### src/rtl/fetch_ctrl_pkg.sv
// Shared types and constants for the IF-stage fetch controller.
package if_pkg;

    typedef struct packed {
        logic [31:0] pc;
        logic [31:0] instr;
    } fetch_entry_t;

    localparam logic [31:0] PC_STEP = 32'd4;

endpackage

### src/rtl/fetch_ctrl_if.sv
// Fetch-side bus: redirect input, instruction memory port and the IF->ID handshake.
interface fetch_ctrl_if #(
    parameter int IMEM_W = 13
);
    logic              redirect_valid_i;
    logic [31:0]       redirect_pc_i;
    logic [IMEM_W-1:0] imem_addr_o;
    logic [31:0]       imem_instr_i;
    logic              if_valid_o;
    logic [31:0]       if_pc_o;
    logic [31:0]       if_instr_o;
    logic              id_ready_i;

    modport master (
        input  redirect_valid_i, redirect_pc_i, imem_instr_i, id_ready_i,
        output imem_addr_o, if_valid_o, if_pc_o, if_instr_o
    );

    modport slave (
        output redirect_valid_i, redirect_pc_i, imem_instr_i, id_ready_i,
        input  imem_addr_o, if_valid_o, if_pc_o, if_instr_o
    );
endinterface

### src/rtl/fetch_ctrl_fifo.sv
// Small synchronous FIFO of fetched {pc, instr} entries with flush.
module fetch_fifo
    import if_pkg::*;
#(
    parameter int DEPTH = 2
) (
    input  logic         clk_i,
    input  logic         rst_i,
    input  logic         flush,
    input  logic         push,
    input  logic         pop,
    input  fetch_entry_t wdata,
    output fetch_entry_t rdata,
    output logic         full,
    output logic         empty
);
    localparam int PTR_W = $clog2(DEPTH);
    localparam int CNT_W = $clog2(DEPTH + 1);
    localparam logic [PTR_W-1:0] PTR_ONE  = PTR_W'(1);
    localparam logic [CNT_W-1:0] CNT_ONE  = CNT_W'(1);
    localparam logic [CNT_W-1:0] CNT_FULL = CNT_W'(DEPTH);

    fetch_entry_t     mem_r [DEPTH];
    logic [PTR_W-1:0] rd_ptr_r;
    logic [PTR_W-1:0] wr_ptr_r;
    logic [CNT_W-1:0] count_r;

    // Pointer and occupancy bookkeeping; flush empties without touching storage.
    always_ff @(posedge clk_i) begin
        if (rst_i || flush) begin
            rd_ptr_r <= {PTR_W{1'b0}};
            wr_ptr_r <= {PTR_W{1'b0}};
            count_r  <= {CNT_W{1'b0}};
        end else begin
            if (push) begin
                wr_ptr_r <= wr_ptr_r + PTR_ONE;
            end else begin
                wr_ptr_r <= wr_ptr_r;
            end
            if (pop) begin
                rd_ptr_r <= rd_ptr_r + PTR_ONE;
            end else begin
                rd_ptr_r <= rd_ptr_r;
            end
            case ({push, pop})
                2'b10:   count_r <= count_r + CNT_ONE;
                2'b01:   count_r <= count_r - CNT_ONE;
                default: count_r <= count_r;
            endcase
        end
    end

    // Entry storage; intentionally not reset, only pointers define validity.
    always_ff @(posedge clk_i) begin
        if (push && !flush && !rst_i) begin
            mem_r[wr_ptr_r] <= wdata;
        end
    end

    assign rdata = mem_r[rd_ptr_r];
    assign full  = (count_r == CNT_FULL);
    assign empty = (count_r == {CNT_W{1'b0}});

endmodule

### src/rtl/fetch_ctrl.sv
// IF-stage fetch controller: owns the PC, buffers fetched words, handles redirects.
module fetch_ctrl
    import if_pkg::*;
#(
    parameter int          IMEM_W     = 13,
    parameter logic [31:0] RESET_PC   = 32'h0000_0000,
    parameter int          FIFO_DEPTH = 2
) (
    input  logic         clk_i,
    input  logic         rst_i,
    fetch_ctrl_if.master bus
);
    logic [31:0]  fetch_pc_r;
    logic         full_s;
    logic         empty_s;
    logic         push_s;
    logic         pop_s;
    fetch_entry_t wr_entry_s;
    fetch_entry_t head_s;

    // A full buffer may still accept a word when the head leaves in the same cycle.
    assign pop_s  = ~empty_s & bus.id_ready_i;
    assign push_s = ~bus.redirect_valid_i & (~full_s | pop_s);

    assign wr_entry_s.pc    = fetch_pc_r;
    assign wr_entry_s.instr = bus.imem_instr_i;

    // PC register: reset beats redirect, redirect beats sequential advance.
    always_ff @(posedge clk_i) begin
        if (rst_i) begin
            fetch_pc_r <= RESET_PC;
        end else if (bus.redirect_valid_i) begin
            fetch_pc_r <= {bus.redirect_pc_i[31:2], 2'b00};
        end else if (push_s) begin
            fetch_pc_r <= fetch_pc_r + PC_STEP;
        end else begin
            fetch_pc_r <= fetch_pc_r;
        end
    end

    fetch_fifo #(
        .DEPTH (FIFO_DEPTH)
    ) u_fifo (
        .clk_i (clk_i),
        .rst_i (rst_i),
        .flush (bus.redirect_valid_i),
        .push  (push_s),
        .pop   (pop_s),
        .wdata (wr_entry_s),
        .rdata (head_s),
        .full  (full_s),
        .empty (empty_s)
    );

    assign bus.imem_addr_o = fetch_pc_r[IMEM_W-1:0];
    assign bus.if_valid_o  = ~empty_s;
    assign bus.if_pc_o     = head_s.pc;
    assign bus.if_instr_o  = head_s.instr;

endmodule

### src/flat_wrapper.sv
// flat-port wrapper written by rule: the top's interface ports become plain ports
module fetch_ctrl_flat import if_pkg::*;
#(
    parameter int          IMEM_W     = 13,
    parameter logic [31:0] RESET_PC   = 32'h0000_0000,
    parameter int          FIFO_DEPTH = 2
)
  (clk_i, rst_i, bus_redirect_valid_i, bus_redirect_pc_i, bus_imem_instr_i, bus_id_ready_i, bus_imem_addr_o, bus_if_valid_o, bus_if_pc_o, bus_if_instr_o);
  fetch_ctrl_if #(.IMEM_W(IMEM_W)) bus_i ();
  input  logic clk_i;
  input  logic rst_i;
  input wire logic [$bits(bus_i.redirect_valid_i)-1:0] bus_redirect_valid_i;
  input wire logic [$bits(bus_i.redirect_pc_i)-1:0] bus_redirect_pc_i;
  input wire logic [$bits(bus_i.imem_instr_i)-1:0] bus_imem_instr_i;
  input wire logic [$bits(bus_i.id_ready_i)-1:0] bus_id_ready_i;
  output wire logic [$bits(bus_i.imem_addr_o)-1:0] bus_imem_addr_o;
  output wire logic [$bits(bus_i.if_valid_o)-1:0] bus_if_valid_o;
  output wire logic [$bits(bus_i.if_pc_o)-1:0] bus_if_pc_o;
  output wire logic [$bits(bus_i.if_instr_o)-1:0] bus_if_instr_o;
  assign bus_i.redirect_valid_i = bus_redirect_valid_i;
  assign bus_i.redirect_pc_i = bus_redirect_pc_i;
  assign bus_i.imem_instr_i = bus_imem_instr_i;
  assign bus_i.id_ready_i = bus_id_ready_i;
  assign bus_imem_addr_o = bus_i.imem_addr_o;
  assign bus_if_valid_o = bus_i.if_valid_o;
  assign bus_if_pc_o = bus_i.if_pc_o;
  assign bus_if_instr_o = bus_i.if_instr_o;
  fetch_ctrl #(.IMEM_W(IMEM_W), .RESET_PC(RESET_PC), .FIFO_DEPTH(FIFO_DEPTH)) u_core (.clk_i(clk_i), .rst_i(rst_i), .bus(bus_i));
endmodule
### config.mk
export PLATFORM = sky130hd
export DESIGN_NAME = fetch_ctrl_flat
export DESIGN_NICKNAME = d
export VERILOG_FILES = /design/src/rtl/fetch_ctrl_pkg.sv /design/src/rtl/fetch_ctrl_if.sv /design/src/rtl/fetch_ctrl_fifo.sv /design/src/rtl/fetch_ctrl.sv /design/src/flat_wrapper.sv
export SDC_FILE = /design/constraint.sdc
export NUM_CORES = 1
export LEC_CHECK = 0
export ABC_AREA = 1
export BUFFER_PORTS_ARGS = -buffer_cell sky130_fd_sc_hd__buf_2
export CAP_MARGIN = 30
export CORE_MARGIN = 1.5
export CORE_UTILIZATION = 53
export CTS_CLUSTER_DIAMETER = 80
export DETAILED_ROUTE_END_ITERATION = 12
export PLACE_DENSITY = 0.79
export SYNTH_ARGS = -nofsm -noshare
export SYNTH_HDL_FRONTEND = slang
export SYNTH_HIERARCHICAL = 1
export SYNTH_SLANG_ARGS = --single-unit
### constraint.sdc
create_clock -name clk_i -period 8.6 [get_ports clk_i]
set_input_delay 0.86 -clock clk_i [delete_from_list [all_inputs] [get_ports clk_i]]
set_output_delay 0.86 -clock clk_i [all_outputs]
set_load 0.02 [all_outputs]
# --- After elaboration in Yosys (flattened, before gate mapping) ---
# Memories as Yosys holds them, arrays and structs flattened. A register that Yosys moved wholly into a read port is not among the register bits.
# Cells that the tools add are included.
classes:
  n_eq_ne: 3
  reduce_logical: 9
  n_mux: 7
  bitwise_logic: 6
  add_sub_neg: 5
op_table:
  columns: ["operator", "count"]
  rows:
  - ["$mux W32", 2]
  - ["$add A32 B3 Y32 const B", 1]
  - ["$eq A2 B2 Y1 const B", 2]
  - ["$mux W1", 4]
  - ["$pmux W2 S2", 1]
  - ["$reduce_bool A2 Y1", 2]
  - ["$not A1 Y1", 3]
  - ["$add A1 B1 Y1 const B", 2]
  - ["$add A2 B1 Y2 const B", 1]
  - ["$and A1 B1 Y1", 2]
  - ["$eq A2 B1 Y1 const B", 1]
  - ["$logic_and A1 B1 Y1", 2]
  - ["$logic_not A1 Y1", 2]
  - ["$logic_not A2 Y1", 1]
  - ["$reduce_or A2 Y1", 1]
  - ["$sub A2 B1 Y2 const B", 1]
  - ["$logic_or A1 B1 Y1", 1]
  - ["$or A1 B1 Y1", 1]
word_totals:
  in_bits: 68
  memories: 1
  mem_bits_rw: 128
  word_cells: 36
  output_inout_bits: 78
  register_bits: 36
memory_table:
  columns: ["memory", "words", "word_bits", "read_ports", "rd_clocked_by_memory_dff", "write_ports", "line", "source"]
  rows:
  - ["u_core.u_fifo.mem_r", 2, 64, 1, 1, 1, "fetch_ctrl_fifo.sv:23", "fetch_entry_t mem_r [DEPTH];"]

# --- Logic depth before layout (Yosys ltp) ---
# Gate-level depths: netlist of the first run.
logic_depth:
  word_depth: 9
  ltp_mapped: 14
  ltp_nobuf: 13

# --- By module ---
# Netlist of the first run, hierarchy kept.
modules_own_cells:
  columns: ["mod", "n_inst", "area_per_inst_um2", "cells_each", "seq_area_each_um2"]
  rows:
  - ["fetch_fifo", 1, 5154.9, 234, 3943.8]
  - ["fetch_ctrl", 1, 2354.8, 363, 600.6]

# --- Least setup slack after synthesis of the first run ---
# No wires, ideal clock.
synth_path:
  path_type: "input-to-reg"
  startpoint: "in bus_id_ready_i"
  endpoint: "mem u_core/u_fifo/mem_r[1][0] in the netlist's numbering, enable pin"
  setup_ps: 565
  stages: 7
  t_required_ps: 8035
  path_buffers: 1
  setup_slack_ps: 2171
  t_arrival_ps: 5864
  cell_sequence: "nand2_2 nand2_4 inv_2 nor2_8 buf_4 inv_1 nor3_1"
synth_via:
  elab_chain_len: 7
synth_lines:
  columns: ["element", "line", "source"]
  rows:
  - ["start: declaration", "flat_wrapper.sv:15", "input wire logic [$bits(bus_i.id_ready_i)-1:0] bus_id_ready_i;"]
  - ["$and A1 B1 Y1", "fetch_ctrl.sv:22", "assign pop_s = ~empty_s & bus.id_ready_i;"]
  - ["$or A1 B1 Y1", "fetch_ctrl.sv:23", "assign push_s = ~bus.redirect_valid_i & (~full_s | pop_s);"]
  - ["$and A1 B1 Y1", "fetch_ctrl.sv:23", null]
  - ["via u_core.push_s", "fetch_ctrl.sv:16", "logic push_s;"]
  - ["$logic_and A1 B1 Y1 (2 in series)", "fetch_ctrl_fifo.sv:55", "if (push && !flush && !rst_i) begin"]
  - ["$mux W1", "fetch_ctrl_fifo.sv:55", null]
  - ["$mux W1 (not written as such)", "fetch_ctrl_fifo.sv:56", "mem_r[wr_ptr_r] <= wdata;"]
  - ["end: declaration", "fetch_ctrl_fifo.sv:23", null]
# The timed path passes the listed nets, and every way through them passes these cells.

==> run_results.csv, run 1 <==
group,metric,value,unit
yosys,yosys_warnings,6,
drt,first_pass_iters,5,
power,p_leak,3.54,nW
place,dp_hpwl,9.85,mm
global_route,grt.total_usage,20.3,%
power,p_int,1.44,mW
setup_path,critical_path.startpoint_type,"register",
die,pin_count,146,
clock_tree,cts_root_buffer,"clkbuf_16",
place,port_buffers,141,
finish,antenna_cells,0,
drt,ant_nets,0,
yosys,async_flop_share,0,%
finish,finalNonFillerCells,928,
setup_path,crit_required,7.74,ns
timing,fin_crit,2.92,ns
timing,max_slew_margin,41.0,%
drt,vias_per_cell,5.26,
setup_path,cp.arrival,2.06,ns
die,die_h,122,um
power,switching_share,21.1,%
timing,max_freq,0.342,GHz
timing,period_share,34.0,%
setup_path,worstSetupPathType,"reg2out",
yosys,synth-edff-count,128,
timing,skew,0.00534,ns
timing,hold_viol_final,0,
yosys,syn_area,7510,um^2
place,gp_congestion,0.870,
timing,setup_viol,0,
timing,worst_slew_pin_slew,0.885,ns
finish,final_nets,805,
power,p_per_area,206,nW/um^2
global_route,grt_pass1_vias,4744,
clock_tree,cts_tree,"done",
drt,drc,0,
power,seqPwrFrac,49.0,%
yosys,ys_seq_area_share,60.5,%
clock_tree,numClockSinks,163,
finish,multi_input_area,2490,um^2
timing,rsz0062_at_grt,"no",
clock_tree,h-tree-depth,4,
die,start_util,54.1,%
yosys,synthCells,597,
yosys,ys_types,41,
clock_tree,postCtsHoldBufs,0,
die,fp.dieW,122,um
die,rows,43,
global_route,globalRoute.totalOverflow,0,
finish,layout-drive-gt1-share,37.3,%
setup_path,path_max_fanout,39,
drt,drt_iter0_drc,475,
die,die_area,14900,um^2
clock_tree,clk-insertion-delay-late,0.41,ns
drt,wirelength,14.5,mm
hold_path,min_path_type,"reg2reg",
yosys,ys_ff_latch,163,
job,cap_violations,0,
global_route,antenna_found_initial,0,
power,p_clk_share,43.8,%
clock_tree,numCtsBuffers,17,
power,combinationalPowerShare,7.2,%
global_route,grt_pass1_wl,22.8,mm
drt,vias,4877,
finish,final-seq-area,4550,um^2
place,placed_cells,896,
clock_tree,postCtsResizedCells,0,
setup_path,endpoint_kind,"primary output",
timing,final.setup.tns,0,ns
drt,avgRoutedWirePerCell,15.7,um
clock_tree,post_cts_buffers,0,
finish,areaGrowthSynthToFinish,18.0,%
clock_tree,cts.clk_slew.worst_paths,0.06,ns
clock_tree,cts.path.max_buffers,2,
power,switchingPower,0.386,mW
timing,finalMaxSlewViolations,0,
finish,fillCellCount,1053,
power,ir_drop,0.000131,V
yosys,synthFlopType,"edfxtp_1",
status,outcome,"completed",
die,core-area,13900,um^2
global_route,grt_max_degree,65,
yosys,syn_avg_cell_area,12.6,um^2
setup_path,r2r_setup_slack,6.02,ns
metrics by stage:
step | instance area, um^2 | setup WS [ns] | utilization, % | total power, mW | hold WS (ns)
after global placement | 8200 | 5.59 | 59.1 | 1.04 | 0.450
final | 8860 | 5.68 | 63.8 | 1.82 | 0.494
after floorplan | 7530 | 2.17 | - | 0.999 | 0.444
after CTS | 8860 | 5.63 | 63.8 | 1.84 | 0.481
after global routing | 8860 | 5.59 | 63.8 | 1.89 | 0.514
after detailed placement | 8230 | 5.52 | 59.3 | 1.04 | 0.468
layer usage:
layer  global-route usage [%]  share of wire, %  routed length [um]  vias to the layer above
met5                        0                 0                   0                        -
met4                     9.19               2.3                 327                        0
met3                     4.45               6.1                 889                       32
met2                     34.4                50                7200                      197
met1                     24.8                42                6120                     2315
li1                         -                 -                   -                     2333
path summary, 6_finish.rpt:
kind | to | start | cells past startpoint
setup reg to reg | u_core/u_fifo/mem_r[1][63] | u_core/u_fifo/count_r[0] | 9
hold reg to reg | u_core/u_fifo/wr_ptr_r | u_core/u_fifo/wr_ptr_r | 2
setup / recovery | bus_if_pc_o[14] | register | 4
hold / removal | u_core/u_fifo/wr_ptr_r | u_core/u_fifo/wr_ptr_r | 2
cells in the mapped netlist (3+ instances only):
cell	count	area, um^2
edfxtp_1	128	3840
nand2_1	109	409
mux2_4	60	901
inv_1	47	176
dfxtp_1	35	701
nor2_1	34	128
nand3_1	31	155
a21oi_1	18	90.1
buf_4	15	113
o21ai_0	11	55.1
a31oi_1	8	50.1
inv_2	8	30.0
nor2_4	7	78.8
o21ai_1	7	35.0
buf_12	6	120
nand2_2	6	37.5
nand4_1	6	37.5
nor3_1	5	25.0
xnor2_1	5	43.8
a21oi_2	4	35.0
a22o_1	4	35.0
mux2_2	4	45.0
nand2_4	4	45.0
nor2_8	4	80.1
buf_2	3	15.0
buf_6	3	33.8
clkbuf_1	3	11.3
nor2_2	3	18.8
xor2_1	3	26.3
sequential cells by signal, summed over array words and instances (netlist names), named ones only:
signal and flops:
u_core/u_fifo/rd_ptr_r 1, u_core/u_fifo/count_r 2, u_core/fetch_pc_r 30, u_core/u_fifo/mem_r 128, u_core/u_fifo/wr_ptr_r 1
cell families after synthesis:
| family | count (synthesis) | share of synthesized area (%) |
|---|---|---|
| AO/OA/AOI/OAI | 59 | 4.70 |
| XOR/XNOR | 8 | 0.933 |
| adder cells (fa/ha/maj) | 2 | 0.333 |
| buffers and inverters | 86 | 6.70 |
| flip-flops | 163 | 60.5 |
| multiplexers | 64 | 12.6 |
| other | 1 | 0.0499 |
| AND/OR/NAND/NOR | 214 | 14.2 |
power by group through the flow:
stage | clock network (mW) | logic [mW] | registers (mW)
after detailed placement | 0 | 0.131 | 0.910
after global placement | 0 | 0.128 | 0.908
final | 0.800 | 0.131 | 0.893
after floorplan | 0 | 0.0951 | 0.904
after global routing | 0.849 | 0.144 | 0.896
after CTS | 0.813 | 0.132 | 0.893
area by class of cell:
type	count	share of cell area [%]
repair buffers	145	8.53
clock inverters	8	1.69
multi-input cells	353	28.1
flip-flops and latches	163	51.3
inverters	55	2.33
well taps	180	2.54
clock buffers	24	5.44
worst max-delay path: stages (launching register included):
cell     delay, ns
dfxtp_4       0.33
buf_4         0.44
buf_16        0.32
mux2_2        0.37
buf_2         0.17
placed cells by master (no fill, tap or decap), types with 11 or more instances in the layout:
| cell type | count |
|---|---|
| nand3_1 | 31 |
| buf_2 | 141 |
| inv_1 | 47 |
| a21oi_1 | 18 |
| clkbuf_16 | 17 |
| edfxtp_1 | 128 |
| nand2_1 | 109 |
| dfxtp_1 | 34 |
| o21ai_0 | 11 |
| nor2_1 | 33 |
| mux2_4 | 60 |
Note: power is estimated with default switching activity, not from simulation.
==> run 2, diff against run 1 <==
clock period = 2.79 ns   (was 8.6 ns; I/O delays follow)
==> run 2 against run 1 <==
Against the previous run: wire length increased by 6.0%; first-iteration DRC count decreased by 6.7%; sequential power increased to 3.1 times the previous value; non-clock buffer count increased by 1; critical path depth decreased by 1; worst setup slack got worse by 5.1 ns; global-route usage increased by 1.4 points; clock skew increased by 0.0028 ns; power increased to 3.1 times the previous value; combinational power increased to 3.1 times the previous value; via count decreased by 0.27%; largest cell class unchanged; largest power group unchanged.
==> run_results.csv, run 2 (synthesis gave the netlist of run 1 again) <==
group,metric,value,unit
status,outcome,"completed",
finish,top_regs,"u_core/u_fifo/mem_r (128), u_core/fetch_pc_r (30), u_core/u_fifo/count_r (2)",
setup_path,critical_path.startpoint_type,"register",
place,placed_cells,897,
die,start_util,54.1,%
timing,hold_viol_final,0,
hold_path,min_path_type,"in2reg",
finish,antenna_cells,0,
place,port_buffers,141,
drt,wirelength,15.4,mm
clock_tree,cts.path.max_buffers,2,
finish,fin_area,8890,um^2
setup_path,path_cells,"buf_4 > mux2_2 > buf_2",
power,combinationalPowerShare,7.3,%
timing,max_freq,0.459,GHz
timing,fin_crit,2.18,ns
power,p_clk_share,43.4,%
timing,hold_slack,0.0417,ns
die,pin_count,146,
timing,period_share,78.1,%
finish,layout-drive-gt1-share,37.9,%
drt,drt_iter0_drc,443,
finish,final_nets,806,
setup_path,crit_required,2.51,ns
setup_path,endpoint_kind,"primary output",
global_route,grt_pass1_vias,4920,
power,switchingPower,1.23,mW
timing,rsz0062_at_grt,"no",
finish,regMostFlops,"u_core/u_fifo/mem_r",
timing,finalMaxSlewViolations,0,
power,seqPwrFrac,49.3,%
drt,avgRoutedWirePerCell,16.6,um
finish,post-route-util,64.0,%
die,fp.dieW,122,um
drt,first_pass_iters,5,
finish,final_common_cell,"buf_2",
timing,max_slew_margin,50.0,%
global_route,globalRoute.totalOverflow,0,
setup_path,slowest_stage,"dfxtp_4",
power,p_leak,3.54,nW
place,gp_congestion,0.885,
place,dp_hpwl,10.2,mm
global_route,antenna_found_initial,0,
setup_path,path_max_fanout,21,
power,p_per_area,629,nW/um^2
setup_path,path_buf_inv,2,
drt,vias,4864,
finish,largest_reg_flops,128,
place,place_area,8270,um^2
timing,skew,0.00813,ns
clock_tree,postCtsResizedCells,0,
clock_tree,numCtsBuffers,17,
clock_tree,clk-insertion-delay-late,0.43,ns
clock_tree,cts.clk_slew.worst_paths,0.06,ns
clock_tree,postCtsHoldBufs,0,
finish,areaGrowthSynthToFinish,18.3,%
timing,worst_slew_pin_slew,0.750,ns
job,cap_violations,0,
clock_tree,h-tree-depth,4,
power,p_int,4.36,mW
power,switching_share,22.0,%
setup_path,r2r_setup_slack,0.64,ns
die,core-area,13900,um^2
clock_tree,cts_root_buffer,"clkbuf_16",
global_route,grt.total_usage,21.7,%
power,ir_drop,0.000481,V
drt,ant_nets,0,
setup_path,cp.arrival,1.90,ns
die,rows,43,
finish,mostFrequentLayoutCells,"buf_2 (141), edfxtp_1 (128), nand2_1 (109), mux2_4 (60), inv_1 (46)",
die,die_area,14900,um^2
drt,vias_per_cell,5.24,
die,die_h,122,um
clock_tree,post_cts_buffers,0,
finish,finalNonFillerCells,929,
finish,fillCellCount,1071,
setup_path,worstSetupPathType,"reg2out",
global_route,grt_pass1_wl,24.3,mm
setup_path,max_stage_delay,0.63,ns
clock_tree,cts_tree,"done",
clock_tree,numClockSinks,163,
timing,final.setup.tns,0,ns
timing,setup_viol,0,
global_route,grt_max_degree,65,
drt,drc,0,
setup_path,crit_family,"flip-flops",
run 2: worst register-to-register path: stages (launching register included):
cell     delay (ns)
dfxtp_2        0.36
nor2_2         0.06
inv_2          0.05
nand2_2        0.07
nand2_4        0.13
inv_6          0.08
nor2_8         0.31
nand2_1        0.19
nor2_4         0.16
buf_12         0.31
run 2: final timing paths:
kind / start / cells past startpoint / end
worst min-delay path: bus_imem_instr_i[9] / 1 / u_core/u_fifo/mem_r[1][9]
worst max register to register: u_core/u_fifo/count_r[1] / 9 / u_core/u_fifo/mem_r[0][3]
worst min register to register: u_core/fetch_pc_r[31] / 0 / u_core/u_fifo/mem_r[1][63]
worst max-delay path: register / 3 / bus_if_pc_o[8]
run 2: power groups by stage:
stage	Clock [mW]	Sequential, mW	Combinational (mW)
2_1_floorplan	0	2.78	0.298
3_3_place_gp	0	2.80	0.395
3_5_place_dp	0	2.81	0.408
4_1_cts	2.47	2.76	0.412
5_1_grt	2.56	2.77	0.447
6_report	2.43	2.76	0.409
run 2: cell type report:
cell class              count  area [um^2]  area share (%)
clock buffers              20          437            4.91
inverters                  55          214            2.41
clock inverters            12          178            2.00
flip-flops and latches    163         4550            51.2
multi-input cells         353         2500            28.2
repair buffers            146          781            8.79
well taps                 180          225            2.53
run 2: metal layers:
metal / part of all wire, % / track usage [%] / up-vias
met5: 0 / 0 / -
met4: 1.9 / 7.57 / 0
met3: 7.2 / 6.27 / 23
met2: 51 / 37.6 / 190
met1: 40 / 25.8 / 2314
li1: - / - / 2337
run 2: metrics by stage:
step                      power [mW]  worst slack (ns)
after global placement          3.20             0.766
after detailed placement        3.22             0.697
after global routing            5.77             0.531
final                           5.59             0.612
after CTS                       5.64             0.596
after floorplan                 3.08            -0.296
==> run 3, diff against run 2 <==
ABC_AREA = 0   (was 1)
CORE_UTILIZATION = 49   (was 53)
PLACE_DENSITY = 0.78   (was 0.79)
clock period = 1.9 ns   (was 2.79 ns; I/O delays follow)
==> run 3 against run 2 <==
Against the previous run: first-iteration DRC count decreased by 8.4%; synthesized cell count decreased by 17%; largest power group unchanged; area after synthesis decreased by 6.9%; sequential cell count unchanged; critical path depth increased by 4; sequential power increased by 47%; critical path type is now reg2reg; wire length decreased by 1.4%; count of clock-buffer cells in the layout decreased by 3; final cell count decreased by 5.3%; core utilization increased by 0.96 points.
==> run_results.csv, run 3 <==
group,metric,value,unit
yosys,yosysTopAreaCellShare,55.0,%
finish,layout-drive-gt1-share,43.0,%
drt,avgRoutedWirePerCell,17.3,um
drt,wl_met3,1.05,mm
timing,fin_crit,1.85,ns
global_route,grt_max_degree,65,
finish,final-seq-area,4560,um^2
yosys,synth_top_family_by_area,"simple AND/OR/NAND/NOR gates",
timing,period_share,97.6,%
setup_path,slowest_stage,"or4_1",
finish,antenna_cells,0,
timing,max_freq,0.539,GHz
yosys,ys_types,52,
timing,hold_viol_final,0,
drt,ant_nets,0,
power,p_leak,3.35,nW
yosys,synth-edff-count,128,
yosys,syn_avg_cell_area,14.2,um^2
clock_tree,cts_root_buffer,"clkbuf_16",
clock_tree,numCtsBuffers,17,
global_route,grt_pass1_wl,23.9,mm
die,core-area,13900,um^2
power,p_per_area,918,nW/um^2
yosys,synthCells,493,
global_route,globalRoute.totalOverflow,0,
setup_path,path_buf_inv,2,
setup_path,r2r_setup_slack,0.05,ns
setup_path,cp.arrival,2.22,ns
finish,top_regs,"u_core/u_fifo/mem_r (128), u_core/fetch_pc_r (30), u_core/u_fifo/count_r (2)",
finish,final_common_cell,"buf_2",
die,rows,43,
yosys,synth.largest_area_cell,"edfxtp_1",
place,gp_congestion,0.816,
finish,largest_reg_flops,128,
die,start_util,50.3,%
timing,finalMaxSlewViolations,0,
hold_path,hp-start,"bus_redirect_pc_i[2]",
setup_path,crit_required,2.26,ns
die,die_area,15000,um^2
hold_path,whs_endpoint,"u_core/fetch_pc_r[2]",
drt,first_pass_iters,5,
setup_path,crit_family,"simple AND/OR/NAND/NOR gates",
setup_path,worstSetupPathType,"reg2reg",
hold_path,min_path_cells,3,
setup_path,reg2reg_depth,7,
yosys,synthAdderAreaFrac,0.358,%
drt,vias,4877,
yosys,syn_area,6990,um^2
clock_tree,clk-insertion-delay-late,0.42,ns
setup_path,cp-startpoint,"u_core/u_fifo/count_r[0]",
clock_tree,numClockSinks,163,
drt,drt_iter0_drc,406,
timing,final.setup.tns,0,ns
setup_path,crit_top_cell,"buf_4",
yosys,async_flop_share,0,%
setup_path,endpoint_kind,"register",
drt,drc,0,
finish,mostFrequentLayoutCells,"buf_2 (141), edfxtp_1 (128), mux2_2 (64), buf_4 (33), dlygate4sd3_1 (32)",
yosys,ys_ff_latch,163,
yosys,synth_common_cells,"edfxtp_1 (128), mux2_2 (64), dfxtp_1 (35)",
die,fp.dieW,122,um
drt,wirelength,15.2,mm
drt,dr_wl_met2,7.51,mm
yosys,synthFlopType,"edfxtp_1",
setup_path,path_max_fanout,7,
drt,top_layer,"met4",
setup_path,critical_path.startpoint_type,"register",
yosys,ys_seq_area_share,65.0,%
drt,met1_length,6.43,mm
clock_tree,cts.path.max_buffers,2,
finish,multi_input_area,2190,um^2
global_route,antenna_found_initial,0,
yosys,ys_top_cells_by_area,"edfxtp_1 (55%), mux2_2 (10%), dfxtp_1 (10%), buf_4 (2.1%), a311oi_1 (1.9%)",
yosys,synthSimpleGateAreaFrac,11.0,%
setup_path,max_stage_delay,0.52,ns
yosys,yosysMostFrequentCell,"edfxtp_1",
job,cap_violations,0,
status,outcome,"completed",
hold_path,min_path_type,"in2reg",
global_route,grt.total_usage,20.6,%
finish,post-route-util,65.0,%
place,dp_hpwl,9.97,mm
yosys,synth_compound_area_share,7.25,%
place,port_buffers,141,
yosys,yosys_warnings,6,
global_route,grt_pass1_vias,4835,
clock_tree,cts_tree,"done",
finish,areaGrowthSynthToFinish,29.1,%
yosys,synthMuxAreaShare,10.3,%
setup_path,regToRegStartpoint,"u_core/u_fifo/count_r[0]",
clock_tree,h-tree-depth,4,
finish,regMostFlops,"u_core/u_fifo/mem_r",
die,pin_count,146,
yosys,synth-xor-area-share,1.13,%
die,die_h,122,um
timing,max_slew_margin,66.8,%
finish,fillCellCount,1013,
setup_path,path_cells,"nor2_1 > nand2b_4 > buf_4 > a21o_1 > buf_4 > or4_1 > nand3_1",
timing,setup_viol,0,
drt,vias_per_cell,5.54,
timing,worst_slew_pin_slew,0.485,ns
clock_tree,cts.clk_slew.worst_paths,0.07,ns
timing,hold_slack,0.0224,ns
power,total_power,8.28,mW
timing,skew,0.00741,ns
finish,final_nets,757,
power,ir_drop,0.000643,V
setup_path,worstReg2RegEnd,"u_core/fetch_pc_r[30]",
## run 3: cell count changes after synthesis, moves of 15 or more
cell,delta
a311oi_1,+15
inv_1,-35
mux2_2,+60
mux2_4,-60
nand2_1,-93
nand3_1,-15
## run 3: repair_timing
item                                    4_1_cts  5_1_grt
endpoints found under the setup margin        2       76
hold buffers                                 32        0
endpoints found under the hold margin        64        0
pin swaps                                     1        4
cloned                                        0        2
resized for setup                             4       15
buffers inserted                              0        3
## run 3: how the worst max path moves through the flow
stage / endpoint / cells past startpoint / slack [ns]
floorplan: u_core/u_fifo/mem_r[0][0] / 5 / -1.56
global placement: u_core/u_fifo/mem_r[0][27] / 5 / 0.07
detailed placement: u_core/fetch_pc_r[17] / 4 / -0.02
CTS: u_core/fetch_pc_r[17] / 4 / 0.002
global route: u_core/u_fifo/mem_r[0][41] / 7 / -0.02
finish: u_core/fetch_pc_r[30] / 7 / 0.05
## run 3: worst min-delay path, cell delays in order
cell and delay, ns:
buf_2 0.10, nand2_1 0.06, a21oi_1 0.05
## run 3: cell type report
cell class | count | area share (%)
flip-flops and latches | 163 | 50.5
multi-input cells | 281 | 24.3
clock inverters | 15 | 2.14
repair buffers | 211 | 15.3
well taps | 180 | 2.50
clock buffers | 17 | 4.72
inverters | 13 | 0.541
## run 3: where the power goes
part           switching (mW)  internal [mW]  total (mW)
logic                   0.386          0.321       0.707
registers              0.0821           3.97        4.05
clock network            1.42           2.11        3.52
## run 3: logic make-up after synthesis
group / after synthesis
AOI/OAI and AO/OA: 69
xor gates and xnor gates: 9
adders and majority gates: 2
buffers and inverters: 55
DFF: 163
muxes: 64
other: 1
and+or+nand+nor: 130
## run 3: per-stage QoR
stage               setup WS, ns  instance area (um^2)  instances
CTS                      0.00173                  8930        875
global placement          0.0681                  7980        811
detailed placement       -0.0174                  7980        811
floorplan                  -1.56                  7050        498
global route             -0.0191                  9020        880
finish                    0.0451                  9020        880
## run 3: layer usage
layer  up-vias  GRT usage (%)
met3        20           4.60
met4         0           6.40
met5         -              0
met2       205           35.1
met1      2352           26.3
li1       2300              -
